<file path="config.mk">
export PLATFORM = sky130hd
export DESIGN_NAME = ifm_pair_streamer_flat
export DESIGN_NICKNAME = d
export VERILOG_FILES = /design/src/rtl/ifm_pair_streamer_if.sv /design/src/rtl/ifm_pair_streamer.sv /design/src/flat_wrapper.sv
export SDC_FILE = /design/constraint.sdc
export NUM_CORES = 1
export LEC_CHECK = 0
export BUFFER_PORTS_ARGS = -buffer_cell sky130_fd_sc_hd__buf_4
export CELL_PAD_IN_SITES_DETAIL_PLACEMENT = 1
export CELL_PAD_IN_SITES_GLOBAL_PLACEMENT = 1
export CORE_ASPECT_RATIO = 1.1
export CORE_MARGIN = 5
export CORE_UTILIZATION = 42
export DETAILED_ROUTE_END_ITERATION = 8
export PLACE_DENSITY = 0.89
export SETUP_SLACK_MARGIN = 0.4
export SLEW_MARGIN = 20
export SYNTH_ARGS = -nofsm -noshare
export SYNTH_HDL_FRONTEND = slang
export SYNTH_SLANG_ARGS = --single-unit
</file>
<file path="constraint.sdc">
create_clock -name clk -period 6.3 [get_ports clk]
set_clock_uncertainty 0.2 [all_clocks]
set_input_delay 0.315 -clock clk [delete_from_list [all_inputs] [get_ports clk]]
set_output_delay 0.315 -clock clk [all_outputs]
set_load 0.02 [all_outputs]
</file>
<file path="src/rtl/ifm_pair_streamer_if.sv">
// Push bus from the pixel-pair streamer into the pooling window FIFO.
// Two consecutive raster pixels travel per push.
interface ifm_pair_streamer_if #(
   parameter int DATA_WIDTH = 32
);
   logic                  fifo_ready;
   logic                  fifo_enable;
   logic [DATA_WIDTH-1:0] fifo_data_in;
   logic [DATA_WIDTH-1:0] fifo_data_in_2;
   logic                  window_valid;

   modport master (
      input  fifo_ready,
      output fifo_enable, fifo_data_in, fifo_data_in_2, window_valid
   );

   modport slave (
      output fifo_ready,
      input  fifo_enable, fifo_data_in, fifo_data_in_2, window_valid
   );
endinterface

</file>
<file path="src/rtl/ifm_pair_streamer.sv">
// Streams one IFM channel from a dual-read feature RAM into the
// pooling window FIFO, two pixels per beat, with a one-entry skid.
module ifm_pair_streamer #(
   parameter int DATA_WIDTH  = 32,
   parameter int IFM_SIZE    = 7,
   parameter int KERNAL_SIZE = 2,
   parameter int ADDR_WIDTH  = 6
) (
   input  logic                  clk,
   input  logic                  reset,
   input  logic                  start,
   input  logic [ADDR_WIDTH-1:0] base_addr,
   output logic                  busy,
   output logic                  done,
   output logic                  rd_en,
   output logic [ADDR_WIDTH-1:0] rd_addr_1,
   output logic [ADDR_WIDTH-1:0] rd_addr_2,
   input  logic [DATA_WIDTH-1:0] ram_data_1,
   input  logic [DATA_WIDTH-1:0] ram_data_2,
   ifm_pair_streamer_if.master   fifo
);
   localparam int FIFO_SIZE   = (KERNAL_SIZE-1)*IFM_SIZE+KERNAL_SIZE;
   localparam int TOTAL_BEATS = (IFM_SIZE*IFM_SIZE+1)/2;
   localparam int FILL_BEATS  = (FIFO_SIZE+1)/2;
   localparam int CW          = $clog2(TOTAL_BEATS+1);
   localparam bit ODD         = ((IFM_SIZE*IFM_SIZE) % 2) == 1;
   localparam logic [CW-1:0] LAST = CW'(TOTAL_BEATS-1);
   localparam logic [CW-1:0] FULL = CW'(FILL_BEATS-1);

   typedef enum logic [1:0] {IDLE, RUN, DRAIN, DONE} state_t;

   state_t                state;
   logic [ADDR_WIDTH-1:0] base;
   logic [CW-1:0]         issue_cnt;
   logic [CW-1:0]         push_cnt;
   logic                  rd_pending;
   logic                  skid_valid;
   logic [DATA_WIDTH-1:0] skid_1;
   logic [DATA_WIDTH-1:0] skid_2;
   logic                  push_ram;
   logic                  push_skid;
   logic                  push;
   logic                  pad;
   logic [ADDR_WIDTH-1:0] addr;
   logic [DATA_WIDTH-1:0] d1;
   logic [DATA_WIDTH-1:0] d2;

   assign rd_en = (state == RUN) && (issue_cnt != CW'(TOTAL_BEATS))
                  && fifo.fifo_ready && !skid_valid;
   assign addr      = base + ADDR_WIDTH'({issue_cnt, 1'b0});
   assign rd_addr_1 = rd_en ? addr : '0;
   assign rd_addr_2 = rd_en ? addr + ADDR_WIDTH'(1) : '0;

   assign push_ram  = rd_pending && fifo.fifo_ready;
   assign push_skid = skid_valid && fifo.fifo_ready;
   assign push      = push_ram || push_skid;
   // Odd pixel count: the final pair has no real second pixel.
   assign pad       = ODD && (push_cnt == LAST);

   always_comb begin
      d1 = '0;
      d2 = '0;
      if (push_skid) begin
         d1 = skid_1;
         d2 = skid_2;
      end else if (push_ram) begin
         d1 = ram_data_1;
         d2 = ram_data_2;
      end
      if (pad) d2 = '0;
   end

   assign fifo.fifo_enable    = push;
   assign fifo.fifo_data_in   = d1;
   assign fifo.fifo_data_in_2 = d2;

   always_ff @(posedge clk or posedge reset) begin
      if (reset) begin
         state             <= IDLE;
         base              <= '0;
         issue_cnt         <= '0;
         push_cnt          <= '0;
         rd_pending        <= 1'b0;
         skid_valid        <= 1'b0;
         skid_1            <= '0;
         skid_2            <= '0;
         busy              <= 1'b0;
         done              <= 1'b0;
         fifo.window_valid <= 1'b0;
      end else begin
         rd_pending        <= rd_en;
         fifo.window_valid <= push && (push_cnt >= FULL);
         if (rd_pending && !fifo.fifo_ready) begin
            skid_valid <= 1'b1;
            skid_1     <= ram_data_1;
            skid_2     <= ram_data_2;
         end else if (push_skid) begin
            skid_valid <= 1'b0;
         end
         if (push) push_cnt <= push_cnt + CW'(1);
         unique case (state)
            IDLE: begin
               if (start) begin
                  base      <= base_addr;
                  issue_cnt <= '0;
                  push_cnt  <= '0;
                  busy      <= 1'b1;
                  state     <= RUN;
               end
            end
            RUN: begin
               if (rd_en) begin
                  issue_cnt <= issue_cnt + CW'(1);
                  if (issue_cnt == LAST) state <= DRAIN;
               end
            end
            DRAIN: begin
               if (push && push_cnt == LAST) begin
                  done  <= 1'b1;
                  state <= DONE;
               end
            end
            DONE: begin
               done  <= 1'b0;
               busy  <= 1'b0;
               state <= IDLE;
            end
         endcase
      end
   end
endmodule
</file>
<file path="src/flat_wrapper.sv">
// flat-port wrapper written by rule: the top's interface ports become plain ports
module ifm_pair_streamer_flat 
#(
   parameter int DATA_WIDTH  = 32,
   parameter int IFM_SIZE    = 7,
   parameter int KERNAL_SIZE = 2,
   parameter int ADDR_WIDTH  = 6
)
  (clk, reset, start, base_addr, busy, done, rd_en, rd_addr_1, rd_addr_2, ram_data_1, ram_data_2, fifo_fifo_ready, fifo_fifo_enable, fifo_fifo_data_in, fifo_fifo_data_in_2, fifo_window_valid);
  ifm_pair_streamer_if #(.DATA_WIDTH(DATA_WIDTH)) fifo_i ();
  input  logic clk;
  input  logic reset;
  input  logic start;
  input  logic [ADDR_WIDTH-1:0] base_addr;
  output logic busy;
  output logic done;
  output logic rd_en;
  output logic [ADDR_WIDTH-1:0] rd_addr_1;
  output logic [ADDR_WIDTH-1:0] rd_addr_2;
  input  logic [DATA_WIDTH-1:0] ram_data_1;
  input  logic [DATA_WIDTH-1:0] ram_data_2;
  input wire logic [$bits(fifo_i.fifo_ready)-1:0] fifo_fifo_ready;
  output wire logic [$bits(fifo_i.fifo_enable)-1:0] fifo_fifo_enable;
  output wire logic [$bits(fifo_i.fifo_data_in)-1:0] fifo_fifo_data_in;
  output wire logic [$bits(fifo_i.fifo_data_in_2)-1:0] fifo_fifo_data_in_2;
  output wire logic [$bits(fifo_i.window_valid)-1:0] fifo_window_valid;
  assign fifo_i.fifo_ready = fifo_fifo_ready;
  assign fifo_fifo_enable = fifo_i.fifo_enable;
  assign fifo_fifo_data_in = fifo_i.fifo_data_in;
  assign fifo_fifo_data_in_2 = fifo_i.fifo_data_in_2;
  assign fifo_window_valid = fifo_i.window_valid;
  ifm_pair_streamer #(.DATA_WIDTH(DATA_WIDTH), .IFM_SIZE(IFM_SIZE), .KERNAL_SIZE(KERNAL_SIZE), .ADDR_WIDTH(ADDR_WIDTH)) u_core (.clk(clk), .reset(reset), .start(start), .base_addr(base_addr), .busy(busy), .done(done), .rd_en(rd_en), .rd_addr_1(rd_addr_1), .rd_addr_2(rd_addr_2), .ram_data_1(ram_data_1), .ram_data_2(ram_data_2), .fifo(fifo_i));
endmodule
</file>
Word level (Yosys, flattened, before mapping)

Cells that the tools add are included.

Bitwise logic cells: 0
Multiplexer cells: 24
Equality and inequality tests: 10
Reductions and logical operators: 21
$mul: 0
Magnitude comparators: 1
Add/sub/neg operators: 4
Divide/modulo/power cells: 0
Shift operators: 0

Operator list:

| cell                  | number |
|---|---|
| $mux W32              | 5 |
| $mux W5               | 5 |
| $mux W6               | 2 |
| $add A5 B1 Y5 const B | 2 |
| $eq A5 B5 Y1 const B  | 2 |
| $pmux W5 S2           | 1 |
| $logic_and A1 B1 Y1   | 8 |
| $mux W2               | 4 |
| $pmux W2 S4           | 1 |
| $reduce_bool A2 Y1    | 4 |
| $add A6 B1 Y6 const B | 1 |
| $add A6 B6 Y6         | 1 |
| $reduce_and A2 Y1     | 3 |
| $ge A5 B3 Y1 const B  | 1 |
| $ne A5 B5 Y1 const B  | 1 |
| $eq A2 B2 Y1 const B  | 2 |
| $mux W1               | 4 |
| $ne A2 B1 Y1 const B  | 2 |
| $ne A2 B2 Y1 const B  | 2 |
| $pmux W1 S2           | 2 |
| $reduce_and A4 Y1     | 1 |
| $reduce_and A3 Y1     | 1 |
| $eq A2 B1 Y1 const B  | 1 |
| $logic_not A1 Y1      | 2 |
| 2 further kinds       | 2 |

Input port bits: 74
Bits in latches: 0
ROM bits: 0
Flip-flop bits (word level): 87
Output and inout port bits: 81
RAM bits: 0
Word-level logic and storage cells: 71
Memories kept: 0

Depth between registers and ports, before layout

Gate-level depths: netlist (run 1).

Depth in word-level cells: 6
Depth in mapped cells: 8
Mapped depth without buffers: 7

Least setup slack after synthesis (run 1)

Ideal clock, no wire load.

Path kind: reg-to-output
Start point: register u_core.issue_cnt[0]
End point: output rd_addr_2[5]
Required time: 5.785 ns
Cell stages (with the launch flop): 8
Setup slack: 3.857 ns
Buffers on the path: 0
Data arrival time: 1.928 ns
Cells stage by stage: dfrtp_1 > ha_1 > fa_1 > a21o_1 > a21oi_1 > xnor2_1 > xor2_1 > nor2_1

Longest elaborated chain between the ends: 5
Elaborated cells on any way between the ends: 7

RTL lines:

| element                                                               | line                     | source |
|---|---|---|
| start, declared                                                       | ifm_pair_streamer.sv:34  | `logic [CW-1:0] issue_cnt;` |
| start signal, assigned                                                | ifm_pair_streamer.sv:113 | `issue_cnt <= issue_cnt + CW'(1);` |
| parallel branches: the longest is 4 deep, another holds $add A6 B6 Y6 | -                        |  |
| $mux W6 (*)                                                           | ifm_pair_streamer.sv:52  | `assign rd_addr_2 = rd_en ? addr + ADDR_WIDTH'(1) : '0;` |
| end, declared                                                         | flat_wrapper.sv:19       | `output logic [ADDR_WIDTH-1:0] rd_addr_2;` |

Mark *: on every way between the ends.

Worst setup path after layout (run 1)

Same ends and word-level chain as after synthesis.

==> reports/results.md, run 1 <==
| Stage | Parameter | This run |
|---|---|---|
| final layout | Count of placed standard cells in the final layout, fillers left out | 695 |
| grt | Antenna violations before repair | 0 |
| floorplanning | Row Count | 40 |
| critical path | Data required time at the worst endpoint | 5.78 ns |
| clocking | H-tree depth | 3 |
| critical path | Kind of critical path | reg2out |
| power and ir drop | Part of the power in combinational logic | 0.418 |
| timing | Max-slew violation count | 0 |
| logic synthesis | Main combinational cell family by area after synthesis | multiplexers |
| grt | Global-route wire length before repair | 21.1 mm |
| floorplanning | Total I/O pin count | 155 |
| logic synthesis | Netlist area before placement | 0.00457 mm^2 |
| critical path | Type of element capturing the critical path | output pin |
| floorplanning | Vertical die dimension | 119 um |
| clocking | Clock sink count | 87 |
| logic synthesis | Adder-cell area share of the yosys netlist | 0.0427 |
| placed design | Final weighted congestion of routability-driven global placement | 0.792 |
| clocking | CTS Root Cell | clkbuf_16 |
| power and ir drop | Proportion of power drawn by flip-flops and latches | 0.389 |
| route | Remaining number of nets flagged by the antenna check after routing | 0 |
| timing | Part of the cycle the worst path needs | 0.463 |
| timing | Clock period minus worst slack | 2.92 ns |
| placed design | Placed Cells incl. Taps | 679 |
| route | Avg Vias per Cell | 5.34 |
| clocking | Number of buffers created by CTS | 9 |
| final layout | Area added between synthesis and finish | 32.9% |
| route | Final routed DRC violation total | 0 |
| placed design | IO Port Bufs | 154 |
| logic synthesis | Number of instances in the synthesized netlist | 402 |
| critical path | Worst-path maximum fanout | 7 |
| timing | Max Fclk | 342 MHz |
| route | Initial DRC count | 186 |
| floorplanning | Core area | 0.0108 mm^2 |
| power and ir drop | Total power density per cell area | 415 mW/mm^2 |
| power and ir drop | Fraction of power spent switching nets | 0.355 |
| clocking | Clock buffer depth | 2 |
| placed design | Dpl hpwl | 9.49 mm |
| floorplanning | Die ar. | 0.0131 mm^2 |
| power and ir drop | Internal Dissipation | 1.63 mW |
| logic synthesis | Number of distinct standard cells referenced by the synthesized netlist | 41 |
| final layout | NumNets Final | 634 |
| logic synthesis | Biggest area contributors in the synthesized netlist | dfrtp_1, mux2_2, a22o_1, a22oi_1, nor2_1 |
| logic synthesis | Area fraction in compound gates after synthesis | 0.141 |
| timing | Fin Setup TNS | 0 ns |
| logic synthesis | Share of the synthesized area in the top cell type | 0.476 |
| route | WL per Instance | 18.9 um |
| timing | Worst hold slack | -0.00612 ns |
| timing | Final number of hold-violating endpoints | 1 |
| route | Total wirelength of the detailed-routed design | 13.2 mm |
| power and ir drop | Sw power | 0.894 mW |
| logic synthesis | Syn. warnings | 0 |
| logic synthesis | Cell taking the most area after synthesis | dfrtp_1 |
| power and ir drop | Total power | 2.52 mW |
| run status | Failing checks | negative hold slack |
| grt | Maximum number of pins on one net before global-route repair | 88 |
| logic synthesis | Number of nets in the synthesized netlist | 491 |
| floorplanning | DIE WIDTH | 109 um |
| power and ir drop | Part of the total power dissipated in the clock network | 0.194 |
| route | Detailed-router iteration count before antenna repair | 4 |
| power and ir drop | Maximum vdd drop | 237 uV |
| power and ir drop | Leakage power figure | 2.94 nW |
| logic synthesis | Xor-xnor portion of the synthesized cell area | 0.0192 |
| route | Total via count in the routed design | 3711 |
| logic synthesis | Proportion of synthesized chip area in sequential cells | 0.476 |
| critical path | Arrival @ worst endpoint | 2.40 ns |
| logic synthesis | Post-Syn Area per Cell | 11.4 um^2 |
| clocking | Clock tree from TritonCTS | built |
| clocking | Post-CTS sizing | 0 |
| grt | Vias in the first global route | 4164 |
| grt | Congestion Overflow GR | 0 |
| logic synthesis | Fraction of synthesized area in multiplexers | 0.178 |
| clocking | Clock transition time at the flip-flop clock pins of the worst setup and hold paths | 0.06 ns |
| floorplanning | Starting density of the core | 0.423 |
| final layout | Count of antenna diodes in the layout | 0 |
| grt | Total GRT Usage | 0.203 |
| hold path | Min-delay worst type | in2async |
| timing | Slew of the pin with the lowest slew margin | 0.869 ns |
| timing | Total setup violations reported at the end of the flow | 0 |
| run status | Status | complete, but fails checks |
| timing | RSZ-0062 raised after global routing | false |
| final layout | Fraction of layout instances using a drive strength above 1 | 0.460 |
| clocking | Worst skew pair latency | 0.33 ns |
| job | Max-capacitance violation count | 0 |
| logic synthesis | Flip-flop and latch count after synthesis | 87 |
| timing | Worst relative slew slack | 0.420 |
| logic synthesis | Simple-gate share of the synthesized area | 0.0996 |
| clocking | Post-CTS repair timing setup buffer count | 0 |
| critical path | Crit path launch type | register |
-- Yosys cell counts (all sizes together) --
master / n
and4b: 1
nor2b: 3
buf: 21
a22oi: 32
and3b: 1
o31ai: 1
a21o: 1
a41o: 1
or3: 1
fa: 1
inv: 12
nand4: 2
or2: 1
mux2i: 1
nand2b: 3
xor2: 5
nor4: 1
nand2: 14
xnor2: 5
nor3: 1
nor2: 48
mux2: 71
nand3: 8
a21boi: 1
a22o: 32
ha: 14
clkbuf: 6
and2: 8
o21ai: 9
o211ai: 1
a21oi: 7
and3: 1
nand3b: 1
dfrtp: 87
-- registers in the layout, indices dropped and copies added, names as in the netlist --
name,cells
u_core.busy,1
u_core.issue_cnt,5
u_core.base,6
u_core.fifo.window_valid,1
u_core.done,1
u_core.push_cnt,5
u_core.state,2
u_core.skid_1,32
u_core.rd_pending,1
u_core.skid_valid,1
u_core.skid_2,32
-- worst max-delay path: stages, from the launching register on --
cell     delay (ns)
dfrtp_1        0.45
ha_1           0.26
fa_1           0.58
nand3_1        0.16
nor4_2         0.22
xor2_1         0.18
nor2_1         0.06
buf_4          0.16
-- cells in the final DEF (no fill, tap or decap), drive strengths merged, types with 5 or more instances in the layout --
| cell | instances |
|---|---|
| buf | 157 |
| dfrtp | 87 |
| mux2 | 71 |
| nor2 | 48 |
| a22o | 32 |
| a22oi | 32 |
| ha | 14 |
| nand2 | 14 |
| clkbuf | 13 |
| inv | 11 |
| o21ai | 9 |
| and2 | 8 |
| nand3 | 8 |
| a21oi | 7 |
| xnor2 | 5 |
| xor2 | 5 |
-- kinds of logic (layout without fill, tap and decap cells) --
group                      count (synthesis)  in the layout
and+or+nand+nor                           94             94
muxes                                     72             72
AOI/OAI and AO/OA                         85             85
buffers and inverters                     39            185
xor gates and xnor gates                  10             10
adders and majority gates                 15             15
DFF                                       87             87
-- layout make-up --
cell class                      count  area, um^2
Multi-Input combinational cell    276        2200
Fill cell                        1206        4730
Tap cell                          147         184
Timing Repair Buffer              159        1200
Sequential cell                    87        2180
Clock buffer                       13         260
Clock inverter                      1        5.00
Inverter                           12        46.3
-- power groups by stage --
stage | clock (mW) | combinational, mW | sequential [mW]
finish | 0.488 | 1.05 | 0.981
global route | 0.527 | 1.16 | 1.01
CTS | 0.504 | 1.07 | 0.979
detailed placement | 0 | 1.06 | 0.988
global placement | 0 | 1.00 | 0.956
floorplan | 0 | 0.749 | 0.936
-- through the flow --
step	setup slack, ns	utilization	area [um^2]	hold slack (ns)
2_1_floorplan	3.53	-	4570	0.181
3_3_place_gp	3.68	0.535	5790	0.287
3_5_place_dp	3.72	0.536	5790	0.296
4_1_cts	3.35	0.562	6070	0.00225
5_1_grt	3.23	0.562	6080	0.00598
6_report	3.38	0.562	6080	-0.00612
-- worst paths after layout --
| kind | from | slack (ns) | to | depth (start not counted) |
|---|---|---|---|---|
| max | u_core.issue_cnt[0] | 3.38 | rd_addr_2[5] | 7 |
| min | reset | -0.006 | u_core.skid_1[24] | 3 |
| max reg2reg | u_core.push_cnt[0] | 3.93 | u_core.state[1] | 7 |
| min reg2reg | u_core.skid_1[19] | 0.31 | u_core.skid_1[19] | 1 |
| max in group asynchronous | reset | 5.35 | u_core.skid_2[11] | 3 |
| min in group clk | base_addr[0] | 0.02 | u_core.base[0] | 2 |
-- per-layer routing --
metal  up-vias  global-route usage  routed length [um]
met4         0              0.0663                 243
met3        19              0.0444                 660
li1       1724                   -                   -
met1      1862               0.234                5080
met5         -                   0                   0
met2       106               0.367                7190
-- what timing repair did --
| item | in CTS | in global routing |
|---|---|---|
| endpoints found under the hold margin | 2 | 0 |
| hold buffers | 2 | 0 |
| endpoints found under the setup margin | 0 | 0 |
No activity file was read; power rests on OpenSTA's default activity.
==> run 2, diff against run 1 <==
--- a/config.mk
+++ b/config.mk
@@ -5,14 +5,15 @@
 export SDC_FILE = /design/constraint.sdc
 export NUM_CORES = 1
 export LEC_CHECK = 0
+export ABC_AREA = 1
 export BUFFER_PORTS_ARGS = -buffer_cell sky130_fd_sc_hd__buf_4
 export CELL_PAD_IN_SITES_DETAIL_PLACEMENT = 1
 export CELL_PAD_IN_SITES_GLOBAL_PLACEMENT = 1
 export CORE_ASPECT_RATIO = 1.1
 export CORE_MARGIN = 5
-export CORE_UTILIZATION = 42
+export CORE_UTILIZATION = 37
 export DETAILED_ROUTE_END_ITERATION = 8
-export PLACE_DENSITY = 0.89
+export PLACE_DENSITY = 0.83
 export SETUP_SLACK_MARGIN = 0.4
 export SLEW_MARGIN = 20
 export SYNTH_ARGS = -nofsm -noshare
==> constraint.sdc (replaced) <==
create_clock -name clk -period 3 [get_ports clk]
set_clock_uncertainty 0.2 [all_clocks]
set_input_delay 0.15 -clock clk [delete_from_list [all_inputs] [get_ports clk]]
set_output_delay 0.15 -clock clk [all_outputs]
set_load 0.02 [all_outputs]
==> reports/results.md, run 2 <==
| Stage | Parameter | This run |
|---|---|---|
| clocking | Clock transition time at the flip-flop clock pins of the worst setup and hold paths | 0.06 ns |
| logic synthesis | Post-synth ARST share | 1.00 |
| floorplanning | Total I/O pin count | 155 |
| grt | Congestion Overflow GR | 0 |
| logic synthesis | Post-synth top cells | nand2_1, dfrtp_1, inv_1 |
| grt | Antenna violations before repair | 1 |
| logic synthesis | Main combinational cell family by area after synthesis | simple AND/OR/NAND/NOR gates |
| final layout | Fraction of layout instances using a drive strength above 1 | 0.284 |
| power and ir drop | Total power density per cell area | 766 mW/mm^2 |
| critical path | Type of element capturing the critical path | output pin |
| grt | Total GRT Usage | 0.215 |
| route | Avg Vias per Cell | 5.00 |
| logic synthesis | Netlist area before placement | 0.00489 mm^2 |
| critical path | Arrival @ worst endpoint | 2.22 ns |
| grt | Global-route wire length before repair | 26.7 mm |
| grt | Vias in the first global route | 5349 |
| placed design | Dpl hpwl | 10.3 mm |
| final layout | Most common cell after layout, fill and taps aside | nand2_1 |
| clocking | Clock tree from TritonCTS | built |
| timing | RSZ-0062 raised after global routing | true |
| clocking | Clock sink count | 87 |
| floorplanning | Starting density of the core | 0.373 |
| route | Total wirelength of the detailed-routed design | 16.6 mm |
| run status | Status | finished, final reports clean |
| logic synthesis | Proportion of synthesized chip area in sequential cells | 0.446 |
| logic synthesis | Number of instances in the synthesized netlist | 590 |
| final layout | Area added between synthesis and finish | 48.1% |
| clocking | Number of buffers created by CTS | 9 |
| timing | Total setup violations reported at the end of the flow | 0 |
| critical path | Crit path launch type | input pin |
| hold path | Min-delay worst type | in2reg |
| logic synthesis | Cell taking the most area after synthesis | dfrtp_1 |
| power and ir drop | Maximum vdd drop | 408 uV |
| timing | Slew of the pin with the lowest slew margin | 0.928 ns |
| logic synthesis | Fraction of synthesized area in multiplexers | 0.0983 |
| job | Max-capacitance violation count | 0 |
| placed design | Placed Cells incl. Taps | 885 |
| final layout | Filler cells | 1555 |
| clocking | CTS Root Cell | clkbuf_16 |
| floorplanning | Vertical die dimension | 131 um |
| final layout | Sequential cell area | 0.00218 mm^2 |
| logic synthesis | Number of nets in the synthesized netlist | 679 |
| timing | Max-slew violation count | 0 |
| final layout | Area taken by multi-input logic gates | 0.00233 mm^2 |
| floorplanning | DIE WIDTH | 120 um |
| logic synthesis | Simple-gate share of the synthesized area | 0.197 |
| final layout | Largest registers | u_core.skid_1 (32), u_core.skid_2 (32), u_core.base (6) |
| timing | Part of the cycle the worst path needs | 0.856 |
| floorplanning | Core area | 0.0131 mm^2 |
| logic synthesis | Number of flops mapped to enable cells by yosys | 0 |
| floorplanning | Row Count | 44 |
| logic synthesis | Count leader, synth | nand2_1 |
| route | Total via count in the routed design | 4876 |
| critical path | Kind of critical path | in2out |
| critical path | Data required time at the worst endpoint | 2.65 ns |
| clocking | Clock buffer depth | 2 |
| grt | Maximum number of pins on one net before global-route repair | 49 |
| logic synthesis | Xor-xnor portion of the synthesized cell area | 0.00538 |
| clocking | H-tree depth | 3 |
| logic synthesis | Post-Syn Area per Cell | 8.28 um^2 |
| final layout | Area of all placed cells without fillers | 0.00724 mm^2 |
| logic synthesis | Syn. warnings | 0 |
| logic synthesis | Biggest area contributors in the synthesized netlist | dfrtp_1, nand2_1, mux2_4, o21ai_0, inv_1 |
| timing | Worst relative slew slack | 0.380 |
| final layout | Count of placed standard cells in the final layout, fillers left out | 975 |
| critical path | Worst-path maximum fanout | 32 |
| logic synthesis | Number of distinct standard cells referenced by the synthesized netlist | 28 |
| route | WL per Instance | 17.0 um |
| logic synthesis | Flip-flop and latch count after synthesis | 87 |
| final layout | Leading cell types in the layout, fill and taps excluded | nand2_1, buf_4, dfrtp_1 |
| timing | Max Fclk | 389 MHz |
| timing | Fin Setup TNS | 0 ns |
| logic synthesis | Adder-cell area share of the yosys netlist | 0.0399 |
| timing | Final number of hold-violating endpoints | 0 |
| placed design | Final weighted congestion of routability-driven global placement | 0.781 |
| route | Final routed DRC violation total | 0 |
| route | Remaining number of nets flagged by the antenna check after routing | 0 |
| placed design | Worst setup timing slack at the placement stage | 0.607 ns |
| logic synthesis | Area fraction in compound gates after synthesis | 0.125 |
| floorplanning | Die ar. | 0.0156 mm^2 |
| placed design | IO Port Bufs | 154 |
| placed design | Placement Cell Area | 0.00615 mm^2 |
| clocking | Worst skew pair latency | 0.34 ns |
| power and ir drop | Leakage power figure | 3.70 nW |
| timing | Clock period minus worst slack | 2.57 ns |
| route | Detailed-router iteration count before antenna repair | 4 |
| final layout | NumNets Final | 898 |
| final layout | Final core utilization | 0.552 |
| logic synthesis | Predominant post-synthesis flop cell | dfrtp_1 |
| logic synthesis | Share of the synthesized area in the top cell type | 0.446 |
| timing | Final critical-path setup slack | 0.431 ns |
| route | Initial DRC count | 240 |
run 2: changes by cell type after synthesis, sizes merged, moves of 4 or more:
cell	before	now
nand3	8	19
nand2	14	188
inv	12	68
a22o	32	0
a21oi	7	40
o21ai	9	76
a22oi	32	1
nor2	48	28
xnor2	5	1
and2	8	0
mux2	71	32
run 2: report_power, final:
group / switching, mW / internal [mW]
registers: 0.348 / 1.69
clock network: 0.450 / 0.685
logic: 1.27 / 1.10
total: 2.07 / 3.47
run 2: logic make-up (layout without fill, tap and decap cells):
kind of cell               count (synthesis)  count (layout)
and+or+nand+nor                          241             241
AOI/OAI and AO/OA                        118             118
buffers and inverters                     94             317
DFF                                       87              87
muxes                                     32              32
adders and majority gates                 15              15
xor gates and xnor gates                   3               3
other                                      0               1
run 2: worst max-delay path, stage by stage:
cell           delay [ns]
dlygate4sd3_1        0.55
buf_4                0.16
nand2_1              0.10
nor2_2               0.05
inv_1                0.67
o21ai_0              0.30
buf_4                0.24
run 2: area by class of cell:
cell class              instances  area share
multi-input cells             409       0.322
clock buffers                  12      0.0354
well taps                     161      0.0278
inverters                      68      0.0358
clock inverters                 3     0.00588
repair buffers                234       0.271
diodes                          1    0.000346
flip-flops and latches         87       0.301
run 2: timing repair:
action	4_1_cts	5_1_grt
pin swaps	2	3
gates resized for setup	4	8
endpoints found under the setup margin	3	27
endpoints found under the hold margin	110	0
buffers inserted	2	0
cloned	0	0
hold buffers	72	0
run 2: worst paths after layout:
path,cells past startpoint,slack [ns],end,from
min reg2reg,2,0.30,u_core.skid_1[12],u_core.skid_1[12]
max reg2reg,5,0.95,u_core.skid_1[21],u_core.rd_pending
min in group asynchronous,3,0.35,u_core.skid_1[5],reset
min,5,0.08,u_core.issue_cnt[4],start
max in group asynchronous,4,1.52,u_core.skid_2[19],reset
max,7,0.43,fifo_fifo_data_in[27],fifo_fifo_ready
run 2: metrics by stage:
stage / hold slack, ns / power, mW
after CTS: 0.0708 / 5.49
after global routing: 0.128 / 5.92
final: 0.0763 / 5.54
after global placement: 0.145 / 4.04
after floorplan: 0.0164 / 3.46
after detailed placement: 0.155 / 4.18
run 2: metal layers:
metal	global-route usage	wire [um]	up-vias
met5	0	0	-
met4	0.101	578	0
met3	0.0297	491	39
met2	0.410	9010	122
met1	0.236	6540	2401
li1	-	-	2314
==> run 3, diff against run 2 <==
--- a/config.mk
+++ b/config.mk
@@ -10,7 +10,7 @@
 export CELL_PAD_IN_SITES_DETAIL_PLACEMENT = 1
 export CELL_PAD_IN_SITES_GLOBAL_PLACEMENT = 1
 export CORE_ASPECT_RATIO = 1.1
-export CORE_MARGIN = 5
+export CORE_MARGIN = 2
 export CORE_UTILIZATION = 37
 export DETAILED_ROUTE_END_ITERATION = 8
 export PLACE_DENSITY = 0.83
==> reports/results.md, run 3 (synthesis results as in run 2) <==
| Stage | Parameter | This run |
|---|---|---|
| final layout | Area added between synthesis and finish | 47.3% |
| clocking | CTS Root Cell | clkbuf_16 |
| power and ir drop | Total power | 5.39 mW |
| grt | Vias in the first global route | 5458 |
| clocking | Worst skew pair latency | 0.33 ns |
| route | Detailed-router iteration count before antenna repair | 4 |
| route | Remaining number of nets flagged by the antenna check after routing | 0 |
| route | Met2 routed wirelength | 9.00 mm |
| route | Top sig layer | met4 |
| grt | Maximum number of pins on one net before global-route repair | 55 |
| critical path | Worst Reg-to-Reg Cells | 9 |
| final layout | Leading cell types in the layout, fill and taps excluded | nand2_1, buf_4, dfrtp_1 |
| hold path | Worst hold endpoint | u_core.issue_cnt[3] |
| job | Max-capacitance violation count | 0 |
| floorplanning | Core area | 0.0130 mm^2 |
| timing | RSZ-0062 raised after global routing | true |
| clocking | Clock transition time at the flip-flop clock pins of the worst setup and hold paths | 0.06 ns |
| route | Avg Vias per Cell | 4.96 |
| timing | Worst relative slew slack | 0.352 |
| critical path | Type of element capturing the critical path | output pin |
| critical path | Max incr delay on CP | 0.56 ns |
| grt | Antenna violations before repair | 1 |
| timing | Part of the cycle the worst path needs | 0.853 |
| timing | Max Fclk | 391 MHz |
| power and ir drop | Leakage power figure | 3.69 nW |
| power and ir drop | Maximum vdd drop | 350 uV |
| grt | Total GRT Usage | 0.234 |
| hold path | Instance count along the most critical hold path | 5 |
| grt | Global-route wire length before repair | 26.6 mm |
| clocking | Clock buffer depth | 2 |
| timing | Slew of the pin with the lowest slew margin | 0.971 ns |
| placed design | IO Port Bufs | 154 |
| critical path | Slowest cell on the critical path | fa_2 |
| clocking | H-tree depth | 3 |
| floorplanning | DIE WIDTH | 114 um |
| route | WL per Instance | 16.5 um |
| floorplanning | Row Count | 44 |
| floorplanning | Vertical die dimension | 125 um |
| critical path | Data required time at the worst endpoint | 2.65 ns |
| route | Final routed DRC violation total | 0 |
| grt | Congestion Overflow GR | 0 |
| placed design | Final weighted congestion of routability-driven global placement | 0.766 |
| placed design | Dpl hpwl | 10.3 mm |
| floorplanning | Starting density of the core | 0.374 |
| critical path | Reg-to-Reg End | u_core.state[0] |
| critical path | Worst-path maximum fanout | 2 |
| critical path | Arrival @ worst endpoint | 2.21 ns |
| placed design | Worst setup timing slack at the placement stage | 0.563 ns |
| timing | Final critical-path setup slack | 0.441 ns |
| clocking | Clock sink count | 87 |
| timing | Total setup violations reported at the end of the flow | 0 |
| timing | Max-slew violation count | 0 |
| critical path | Worst-path cell chain | ha_2 > fa_2 > nand3_2 > nor2_4 > inv_1 > nor2_1 > nand2_1 > nand2_1 > inv_1 > buf_4 |
| hold path | Startpoint of the lowest-slack hold path | start |
| critical path | Crit path launch type | register |
| route | Wl on met1 | 6.12 mm |
| floorplanning | Total I/O pin count | 155 |
| route | Total via count in the routed design | 4830 |
| final layout | NumNets Final | 898 |
| final layout | Fraction of layout instances using a drive strength above 1 | 0.281 |
| critical path | Kind of critical path | reg2out |
| final layout | Most common cell after layout, fill and taps aside | nand2_1 |
| clocking | Number of buffers created by CTS | 9 |
| critical path | Reg2reg start | u_core.state[1] |
| timing | Fin Setup TNS | 0 ns |
| final layout | Largest registers | u_core.skid_1 (32), u_core.skid_2 (32), u_core.base (6) |
| route | Initial DRC count | 187 |
| timing | Clock period minus worst slack | 2.56 ns |
| route | Met3 Routed Length | 513 um |
| critical path | Register-to-register setup slack | 1.03 ns |
| power and ir drop | Total power density per cell area | 749 mW/mm^2 |
| run status | Status | finished, final reports clean |
| clocking | Clock tree from TritonCTS | built |
| route | Total wirelength of the detailed-routed design | 16.1 mm |
| timing | Final number of hold-violating endpoints | 0 |
| floorplanning | Die ar. | 0.0141 mm^2 |
| hold path | Min-delay worst type | in2reg |
-- run 3: worst max path at each step --
stage | start | end | slack [ns] | cells after the start
after global placement | u_core.issue_cnt[0] | rd_addr_2[5] | 0.70 | 10
final | u_core.issue_cnt[0] | rd_addr_2[5] | 0.44 | 10
after global routing | u_core.issue_cnt[0] | rd_addr_2[5] | 0.33 | 10
after detailed placement | u_core.issue_cnt[0] | rd_addr_2[5] | 0.56 | 10
after CTS | u_core.issue_cnt[0] | rd_addr_2[5] | 0.41 | 10
after floorplan | u_core.issue_cnt[0] | rd_addr_2[3] | 0.81 | 7
-- run 3: layer usage --
metal,track usage,up-vias
met3,0.0326,31
li1,-,2313
met4,0.0933,0
met5,0,-
met2,0.451,113
met1,0.251,2373
-- run 3: final cells by class --
| cell class | count | area (um^2) |
|---|---|---|
| Multi-Input combinational cell | 409 | 2320 |
| Clock inverter | 1 | 5.00 |
| Inverter | 68 | 259 |
| Timing Repair Buffer | 234 | 1970 |
| Tap cell | 161 | 201 |
| Clock buffer | 13 | 260 |
| Fill cell | 1558 | 5850 |
| Sequential cell | 87 | 2180 |
| Antenna cell | 1 | 2.50 |
-- run 3: through the flow --
step	util	hold slack (ns)	instances	cell area (um^2)
after global placement	0.472	0.146	885	6160
after CTS	0.550	0.0859	973	7180
after floorplan	-	0.0164	590	4890
after detailed placement	0.472	0.159	885	6160
after global routing	0.552	0.122	974	7200
final	0.552	0.0980	974	7200
-- run 3: critical path: cells and delay by family (launching register included) --
kind	cells	cell delay, ns
buf+inv	3	0.25
simple gates	5	0.46
fa+ha+maj	2	0.76
flops	1	0.41
-- run 3: what timing repair did --
item,CTS,global route
hold buffers,72,0
setup endpoints to repair,3,11
resized for setup,5,4
pin swaps,3,2
setup buffers,2,0
endpoints found under the hold margin,112,0
-- run 3: power breakdown --
group          total, mW  switching [mW]  internal [mW]
registers           2.03           0.342           1.69
clock network       1.03           0.436          0.597
logic               2.33            1.25           1.08
total               5.39            2.03           3.37
